===== config.mk =====
export PLATFORM = sky130hd
export DESIGN_NAME = multicycle_control_fsm
export DESIGN_NICKNAME = d
export VERILOG_FILES = /design/src/rtl/multicycle_control_fsm.sv
export SDC_FILE = /design/constraint.sdc
export NUM_CORES = 1
export LEC_CHECK = 0
export CELL_PAD_IN_SITES_DETAIL_PLACEMENT = 1
export CELL_PAD_IN_SITES_GLOBAL_PLACEMENT = 1
export CORE_MARGIN = 2
export CORE_UTILIZATION = 29
export CTS_CLUSTER_DIAMETER = 100
export DETAILED_ROUTE_END_ITERATION = 8
export GPL_TIMING_DRIVEN = 0
export PLACE_DENSITY_LB_ADDON = 0.1
export REMOVE_ABC_BUFFERS = 1
export SYNTH_ARGS = -nofsm -noshare
export SYNTH_HDL_FRONTEND = slang
export SYNTH_SLANG_ARGS = --single-unit

===== constraint.sdc =====
create_clock -name clk -period 3.8 [get_ports clk]
set_clock_uncertainty 0.05 [all_clocks]
set_input_delay 0.95 -clock clk [delete_from_list [all_inputs] [get_ports clk]]
set_output_delay 0.95 -clock clk [all_outputs]
set_load 0.1 [all_outputs]

===== src/rtl/multicycle_control_fsm.sv =====
// Multicycle control sequencer for the RV32I core: steps each instruction through
// fetch/decode/execute/memory/writeback and drives datapath enables and selects.
module multicycle_control_fsm (
    input  logic       clk,
    input  logic       rst_n,
    input  logic [6:0] instruction_opcode_i,
    input  logic       mem_ready_i,
    output logic       pc_write_o,
    output logic       pc_write_cond_o,
    output logic       pc_source_o,
    output logic       iord_o,
    output logic       mem_read_o,
    output logic       mem_write_o,
    output logic       ir_write_o,
    output logic       reg_write_o,
    output logic [1:0] mem_to_reg_o,
    output logic [1:0] alu_src_a_o,
    output logic [1:0] alu_src_b_o,
    output logic [1:0] alu_co_o,
    output logic       is_immediate_o,
    output logic       instr_done_o,
    output logic       illegal_o,
    output logic [3:0] state_o
);

    localparam logic [3:0] ST_FETCH    = 4'd0;
    localparam logic [3:0] ST_DECODE   = 4'd1;
    localparam logic [3:0] ST_MEMADR   = 4'd2;
    localparam logic [3:0] ST_MEMREAD  = 4'd3;
    localparam logic [3:0] ST_MEMWB    = 4'd4;
    localparam logic [3:0] ST_MEMWRITE = 4'd5;
    localparam logic [3:0] ST_EXEC_R   = 4'd6;
    localparam logic [3:0] ST_EXEC_I   = 4'd7;
    localparam logic [3:0] ST_ALUWB    = 4'd8;
    localparam logic [3:0] ST_BRANCH   = 4'd9;
    localparam logic [3:0] ST_JAL      = 4'd10;
    localparam logic [3:0] ST_JALR     = 4'd11;
    localparam logic [3:0] ST_JALR_WB  = 4'd12;
    localparam logic [3:0] ST_LUI      = 4'd13;
    localparam logic [3:0] ST_AUIPC    = 4'd14;

    localparam logic [6:0] OP_LOAD   = 7'b0000011;
    localparam logic [6:0] OP_STORE  = 7'b0100011;
    localparam logic [6:0] OP_RTYPE  = 7'b0110011;
    localparam logic [6:0] OP_ITYPE  = 7'b0010011;
    localparam logic [6:0] OP_BRANCH = 7'b1100011;
    localparam logic [6:0] OP_JAL    = 7'b1101111;
    localparam logic [6:0] OP_JALR   = 7'b1100111;
    localparam logic [6:0] OP_LUI    = 7'b0110111;
    localparam logic [6:0] OP_AUIPC  = 7'b0010111;

    // Maps a decoded opcode to the first execution state; unsupported opcodes return FETCH.
    function automatic logic [3:0] decode_target(input logic [6:0] op);
        logic [3:0] tgt;
        case (op)
            OP_LOAD:   tgt = ST_MEMADR;
            OP_STORE:  tgt = ST_MEMADR;
            OP_RTYPE:  tgt = ST_EXEC_R;
            OP_ITYPE:  tgt = ST_EXEC_I;
            OP_BRANCH: tgt = ST_BRANCH;
            OP_JAL:    tgt = ST_JAL;
            OP_JALR:   tgt = ST_JALR;
            OP_LUI:    tgt = ST_LUI;
            OP_AUIPC:  tgt = ST_AUIPC;
            default:   tgt = ST_FETCH;
        endcase
        return tgt;
    endfunction

    function automatic logic opcode_legal(input logic [6:0] op);
        return (decode_target(op) != ST_FETCH);
    endfunction

    logic [3:0] state_r;
    logic [3:0] next_state_s;

    logic       pc_write_s;
    logic       pc_write_cond_s;
    logic       pc_source_s;
    logic       iord_s;
    logic       mem_read_s;
    logic       mem_write_s;
    logic       ir_write_s;
    logic       reg_write_s;
    logic [1:0] mem_to_reg_s;
    logic [1:0] alu_src_a_s;
    logic [1:0] alu_src_b_s;
    logic [1:0] alu_co_s;
    logic       is_immediate_s;
    logic       instr_done_s;
    logic       illegal_s;

    // State register; reset returns to FETCH immediately.
    always_ff @(posedge clk or negedge rst_n) begin
        if (!rst_n) begin
            state_r <= ST_FETCH;
        end else begin
            state_r <= next_state_s;
        end
    end

    // Next-state selection; memory states wait on the ready handshake.
    always_comb begin
        next_state_s = ST_FETCH;
        case (state_r)
            ST_FETCH: begin
                if (mem_ready_i) begin
                    next_state_s = ST_DECODE;
                end else begin
                    next_state_s = ST_FETCH;
                end
            end
            ST_DECODE:   next_state_s = decode_target(instruction_opcode_i);
            ST_MEMADR: begin
                if (instruction_opcode_i == OP_LOAD) begin
                    next_state_s = ST_MEMREAD;
                end else begin
                    next_state_s = ST_MEMWRITE;
                end
            end
            ST_MEMREAD: begin
                if (mem_ready_i) begin
                    next_state_s = ST_MEMWB;
                end else begin
                    next_state_s = ST_MEMREAD;
                end
            end
            ST_MEMWB:    next_state_s = ST_FETCH;
            ST_MEMWRITE: begin
                if (mem_ready_i) begin
                    next_state_s = ST_FETCH;
                end else begin
                    next_state_s = ST_MEMWRITE;
                end
            end
            ST_EXEC_R:   next_state_s = ST_ALUWB;
            ST_EXEC_I:   next_state_s = ST_ALUWB;
            ST_LUI:      next_state_s = ST_ALUWB;
            ST_AUIPC:    next_state_s = ST_ALUWB;
            ST_ALUWB:    next_state_s = ST_FETCH;
            ST_BRANCH:   next_state_s = ST_FETCH;
            ST_JAL:      next_state_s = ST_FETCH;
            ST_JALR:     next_state_s = ST_JALR_WB;
            ST_JALR_WB:  next_state_s = ST_FETCH;
            default:     next_state_s = ST_FETCH;
        endcase
    end

    // Per-state datapath control decode; anything not driven for a state stays 0.
    always_comb begin
        pc_write_s      = 1'b0;
        pc_write_cond_s = 1'b0;
        pc_source_s     = 1'b0;
        iord_s          = 1'b0;
        mem_read_s      = 1'b0;
        mem_write_s     = 1'b0;
        ir_write_s      = 1'b0;
        reg_write_s     = 1'b0;
        mem_to_reg_s    = 2'b00;
        alu_src_a_s     = 2'b00;
        alu_src_b_s     = 2'b00;
        alu_co_s        = 2'b00;
        is_immediate_s  = 1'b0;
        instr_done_s    = 1'b0;
        illegal_s       = 1'b0;
        case (state_r)
            ST_FETCH: begin
                mem_read_s  = 1'b1;
                alu_src_b_s = 2'b01;
                if (mem_ready_i) begin
                    ir_write_s = 1'b1;
                    pc_write_s = 1'b1;
                end else begin
                    ir_write_s = 1'b0;
                    pc_write_s = 1'b0;
                end
            end
            ST_DECODE: begin
                // Branch/JAL target is precomputed here from the old PC and the immediate.
                alu_src_a_s = 2'b10;
                alu_src_b_s = 2'b10;
                if (!opcode_legal(instruction_opcode_i)) begin
                    illegal_s    = 1'b1;
                    instr_done_s = 1'b1;
                end else begin
                    illegal_s    = 1'b0;
                    instr_done_s = 1'b0;
                end
            end
            ST_MEMADR: begin
                alu_src_a_s = 2'b01;
                alu_src_b_s = 2'b10;
            end
            ST_MEMREAD: begin
                iord_s     = 1'b1;
                mem_read_s = 1'b1;
            end
            ST_MEMWB: begin
                reg_write_s  = 1'b1;
                mem_to_reg_s = 2'b01;
                instr_done_s = 1'b1;
            end
            ST_MEMWRITE: begin
                iord_s       = 1'b1;
                mem_write_s  = 1'b1;
                instr_done_s = mem_ready_i;
            end
            ST_EXEC_R: begin
                alu_src_a_s = 2'b01;
                alu_src_b_s = 2'b00;
                alu_co_s    = 2'b10;
            end
            ST_EXEC_I: begin
                alu_src_a_s    = 2'b01;
                alu_src_b_s    = 2'b10;
                alu_co_s       = 2'b10;
                is_immediate_s = 1'b1;
            end
            ST_LUI: begin
                alu_src_a_s = 2'b11;
                alu_src_b_s = 2'b10;
            end
            ST_AUIPC: begin
                alu_src_a_s = 2'b10;
                alu_src_b_s = 2'b10;
            end
            ST_ALUWB: begin
                reg_write_s  = 1'b1;
                instr_done_s = 1'b1;
            end
            ST_BRANCH: begin
                alu_src_a_s     = 2'b01;
                alu_co_s        = 2'b01;
                pc_write_cond_s = 1'b1;
                pc_source_s     = 1'b1;
                instr_done_s    = 1'b1;
            end
            ST_JAL, ST_JALR_WB: begin
                // PC already holds old PC+4, so the PC writeback source is the link value.
                pc_write_s   = 1'b1;
                pc_source_s  = 1'b1;
                reg_write_s  = 1'b1;
                mem_to_reg_s = 2'b10;
                instr_done_s = 1'b1;
            end
            ST_JALR: begin
                alu_src_a_s = 2'b01;
                alu_src_b_s = 2'b10;
            end
            default: begin
                pc_write_s = 1'b0;
            end
        endcase
    end

    // Write enables and strobes are forced low while reset is held.
    assign pc_write_o      = pc_write_s      & rst_n;
    assign pc_write_cond_o = pc_write_cond_s & rst_n;
    assign ir_write_o      = ir_write_s      & rst_n;
    assign reg_write_o     = reg_write_s     & rst_n;
    assign mem_read_o      = mem_read_s      & rst_n;
    assign mem_write_o     = mem_write_s     & rst_n;
    assign instr_done_o    = instr_done_s    & rst_n;
    assign illegal_o       = illegal_s       & rst_n;

    assign pc_source_o     = pc_source_s;
    assign iord_o          = iord_s;
    assign mem_to_reg_o    = mem_to_reg_s;
    assign alu_src_a_o     = alu_src_a_s;
    assign alu_src_b_o     = alu_src_b_s;
    assign alu_co_o        = alu_co_s;
    assign is_immediate_o  = is_immediate_s;
    assign state_o         = state_r;

endmodule


Yosys cells after proc, flatten, opt, wreduce, memory -nomap -nowiden. Index checks and enable logic that the tools add are counted. Widths: inputs -> output; s select.

Memory bits (read-only): 0. Logic and storage cells: 70. Bits in latches: 0. RAM bits: 0. Output and inout port bits: 23. Bits in registers: 4. Memories: 0. Bits of input ports: 10.

Multiplexer cells: 24. Multipliers: 0. Bitwise operators: 8. Reduce and logical (&&, ||, !) cells: 14. Divide/modulo/power cells: 0. Equal/unequal tests: 23. $lt $le $gt $ge: 0. Shift operators: 0. Add/subtract/negate cells: 0.

Operator list (number): $pmux 4 s8 (1); $eq 4x4->1 const B (7); $pmux 4 s7 (1); $eq 7x6->1 const B (3); $eq 7x7->1 const B (3); $eq 4x3->1 const B (4); $eq 7x5->1 const B (2); $mux 1 (12); $pmux 2 s2 (3); $reduce_or 2->1 (6); $reduce_or 5->1 (2); $mux 3 (3); $and 1x1->1 (8); $eq 4x2->1 const B (2); $reduce_or 4->1 (2); $eq 7x2->1 const B (1); $pmux 2 s3 (1); $reduce_or 6->1 (1); $eq 4x1->1 const B (1); $logic_not 4->1 (1); $mux 4 (1); $reduce_bool 4->1 (1); $pmux 1 s3 (1); $reduce_or 3->1 (1); $pmux 1 s2 (1).

Depth between registers and ports, before layout.
Depth after elaboration: 8. Depth in mapped cells: 6. Depth with buffers taken out: 4.

Least setup slack after synthesis. No wires, ideal clock.

Path kind: flip-flop to output port. Start: register state_r[3] (netlist: state_o[3]). End: output port pc_source_o. Data arrival time: 4484 ps. Cell stages (with the launch flop): 5. Path buffers: 2. Required time: 2800 ps. Setup slack: -1684 ps. Cells stage by stage: dfrtp_1 -> buf_2 -> clkbuf_1 -> nor3b_1 -> or2_2.

Longest elaborated chain between the ends: 3. Elaborated cells on any way between the ends: 5. Those cells by class: 3 x eq/ne; 1 x mux; 1 x reduce/logical.

Ends and longest elaborated chain: start: declaration (line 74) `logic [3:0] state_r;`; start signal: assignment (line 98) `state_r <= next_state_s;`; $eq 4x4->1 (line 166) `case (state_r)`; $reduce_or 3->1 (no source line) *; $mux 1 * (line 166); end: declaration (line 10) `output logic pc_source_o,`.

Mark *: on every way between the ends. The rest lies on a longest branch, timed or not.

Worst setup path in the final report.
Start: input port rst_n. End: output port mem_read_o.

Longest elaborated chain between the ends: 1.

Ends and longest elaborated chain: start: declaration (line 5) `input logic rst_n,`; $and 1x1->1 (line 261) `assign mem_read_o = mem_read_s & rst_n;`; end: declaration (line 12) `output logic mem_read_o,`.

No other way between the ends.

==> results.sh <==
export IMPL_fin_util_pct=45.8
export IMPL_critPathRequiredTime_ns=2.80
export IMPL_num_rows=17
export IMPL_synth_most_common_cell="nand2_1"
export IMPL_relSlewSlack_pct=34.0
export IMPL_ys_flop_type="dfrtp_1"
export IMPL_num_vias=810
export IMPL_drt_wirelength_per_cell_um=13.8
export IMPL_drt_iter0_markers=8
export IMPL_synth_warnings=0
export IMPL_via_per_inst=5.33
export IMPL_setup_violations=0
export IMPL_place_inst=149
export IMPL_avgSynthCellArea_sq_um=7.08
export IMPL_ant_nets=0
export IMPL_coreArea_sq_um=2210
export IMPL_start_util_pct=30.7
export IMPL_path_max_fanout=11
export IMPL_pwr_share_seq_pct=18.8
export IMPL_powerDensity_nw_per_um2=302
export IMPL_leakage_uw=0.000468
export IMPL_clockRootBuffer="clkbuf_4"
export IMPL_clkSinkCount=4
export IMPL_wl_mm=2.09
export IMPL_ys_async_sr_fraction_pct=100
export IMPL_max_stage_delay_ns=0.85
export IMPL_die_w_um=52.4
export IMPL_largest_register_ffs=4
export IMPL_end_kind="output pin"
export IMPL_io_buffers=32
export IMPL_synth_top_cells_by_count="nand2_1, o21ai_0, buf_2, inv_1, nor2b_1"
export IMPL_dr_pass1_iters=2
export IMPL_diodes=0
export IMPL_layout_drive_gt1_share_pct=9.68
export IMPL_drv_cap=0
export IMPL_drv_slew=0
export IMPL_finalNonFillerCells=152
export IMPL_hold_viol=0
export IMPL_worst_slack_ns=0.101
export IMPL_cts_buffers=3
export IMPL_worstPathArrival_ns=2.70
export IMPL_grt_usage_pct=16.7
export IMPL_crit_family="buffers and inverters"
export IMPL_p_int_uw=130
export IMPL_hold_class="reg2reg"
export IMPL_min_period_over_period_pct=97.3
export IMPL_die_area_sq_um=2750
export IMPL_synth_edf_count=0
export IMPL_fin_total_pwr_uw=306
export IMPL_worst_pin_slew_ns=0.988
export IMPL_grt_first_pass_wirelength_mm=3.55
export IMPL_grt_pass1_vias=766
export IMPL_yosysTopAreaCellShare_pct=14.7
export IMPL_seq_area_frac_synth_pct=14.7
export IMPL_power_frac_comb_pct=64.3
export IMPL_ios=33
export IMPL_insertion_delay_ns=0.23
export IMPL_gp_congestion=0.808
export IMPL_overflow=0
export IMPL_rsz0062_at_grt="no"
export IMPL_clockBufferDepth=2
export IMPL_status="finished, final reports clean"
export IMPL_fmax_ghz=0.270
export IMPL_synth_area_leader_cell="dfrtp_1"
export IMPL_htree_levels=1
export IMPL_clk_pin_slew_ns=0.04
export IMPL_ys_types=41
export IMPL_path_class="in2out"
export IMPL_clkPwrFrac_pct=16.9
export IMPL_cts_tree="done"
export IMPL_ys_ff_latch=4
export IMPL_dp_final_hpwl_mm=1.52
export IMPL_vdd_ir_drop_max_v=0.000145
export IMPL_p_sw_share_pct=57.6
export IMPL_p_switching_uw=176
export IMPL_nets=136
export IMPL_fillers=292
export IMPL_place_ws_ns=-0.575
export IMPL_path_buf_inv=2
export IMPL_die_y_um=52.4
export IMPL_synth_area_leaders="dfrtp_1, o21ai_0, nand2_1"
export IMPL_drc=0
export IMPL_fin_setup_tns_ns=0
export IMPL_syn2layout_area_growth_pct=49.2
export IMPL_cp_slowest_cell="dlygate4sd2_1"
export IMPL_syn_area_sq_um=679
export IMPL_worstSetupStartpointType="input pin"
export IMPL_crit_chain="clkdlybuf4s50_1 -> and3_1 -> dlygate4sd2_1"
export IMPL_synthCells=96
export IMPL_min_period_ns=3.70
export IMPL_antenna_found_initial=0
export IMPL_grt_max_degree=26
[stage by stage]
step	area, sq um	hold slack (ns)
4_1_cts	1020	0.800
3_3_place_gp	995	0.775
3_5_place_dp	995	0.797
2_1_floorplan	639	0.604
5_1_grt	1010	0.848
6_report	1010	0.789
[final timing paths]
path	start	endpoint	slack [ns]	cells past startpoint
setup / recovery	rst_n	mem_read_o	0.10	3
hold / removal	state_o[0]	state_o[2]	0.79	2
setup reg to reg	state_o[1]	state_o[3]	2.01	4
hold reg to reg	state_o[0]	state_o[2]	0.79	2
max in group asynchronous	rst_n	state_o[3]	2.48	1
min in group asynchronous	rst_n	state_o[0]	0.95	1
[layout by cell type (no fill, tap or decap), types with 2 or more instances in the layout]
cell             Yosys  final
clkdlybuf4s15_2      0      2
nand2b_1             3      3
clkdlybuf4s50_1      0     20
mux2i_1              3      3
nand3b_1             2      2
dfrtp_1              4      4
buf_2                5      2
nand2_1             11     11
clkdlybuf4s15_1      0      2
nor2_1               4      4
nor3_1               3      3
dlymetal6s2s_1       0      4
a211o_1              3      3
xnor2_1              2      2
inv_1                5      5
o22ai_1              2      2
a21oi_1              2      2
nor4_1               2      2
and4_1               2      2
o21ai_0              9      9
and2_1               4      4
nor2b_1              5      5
clkbuf_4             0      3
and3_1               3      3
[final cells by class]
type	count	area (sq um)	area share [%]
Multi-Input combinational cell	80	520	51.4
Timing Repair Buffer	32	317	31.2
Sequential cell	4	100	9.88
Tap cell	28	35.0	3.46
Clock buffer	3	22.5	2.22
Inverter	5	18.8	1.85
[worst register-to-register path, cell delays in order, from the launching register on]
cell and delay [ns]:
dfrtp_1 0.63, nor2b_1 0.31, nand2_1 0.19, a2111oi_0 0.38, a211o_1 0.17
[routing by layer]
layer / share of wire (%) / vias to the layer above / GRT usage, %
met3: 4.2 / 2 / 1.71
met4: 0.57 / 0 / 5.13
met2: 45 / 24 / 26.0
met1: 50 / 373 / 24.0
li1: - / 411 / -
met5: 0 / - / 0
[power groups by stage]
| stage | combinational, uW | clock (uW) | sequential (uW) |
|---|---|---|---|
| after detailed placement | 201 | 0 | 58.2 |
| after global placement | 200 | 0 | 58.0 |
| after floorplan | 132 | 0 | 72.9 |
| after global routing | 207 | 57.2 | 59.2 |
| after CTS | 199 | 54.8 | 57.6 |
| final | 197 | 51.8 | 57.4 |
[timing repair]
item                                    CTS  global route
resized for setup                        20            10
hold buffers                              0             0
buffers inserted                          0             0
endpoints found under the hold margin     0             0
endpoints found under the setup margin    8             9
[logic make-up after synthesis]
kind of cell           Yosys count  synth area share [%]
AND/OR/NAND/NOR                 49                  43.6
AO/OA/AOI/OAI                   26                  26.0
XOR/XNOR                         2                  2.58
multiplexers                     3                  4.42
buffers and inverters           12                  8.65
flip-flops                       4                  14.7
Power figures use the tool's default switching activity.
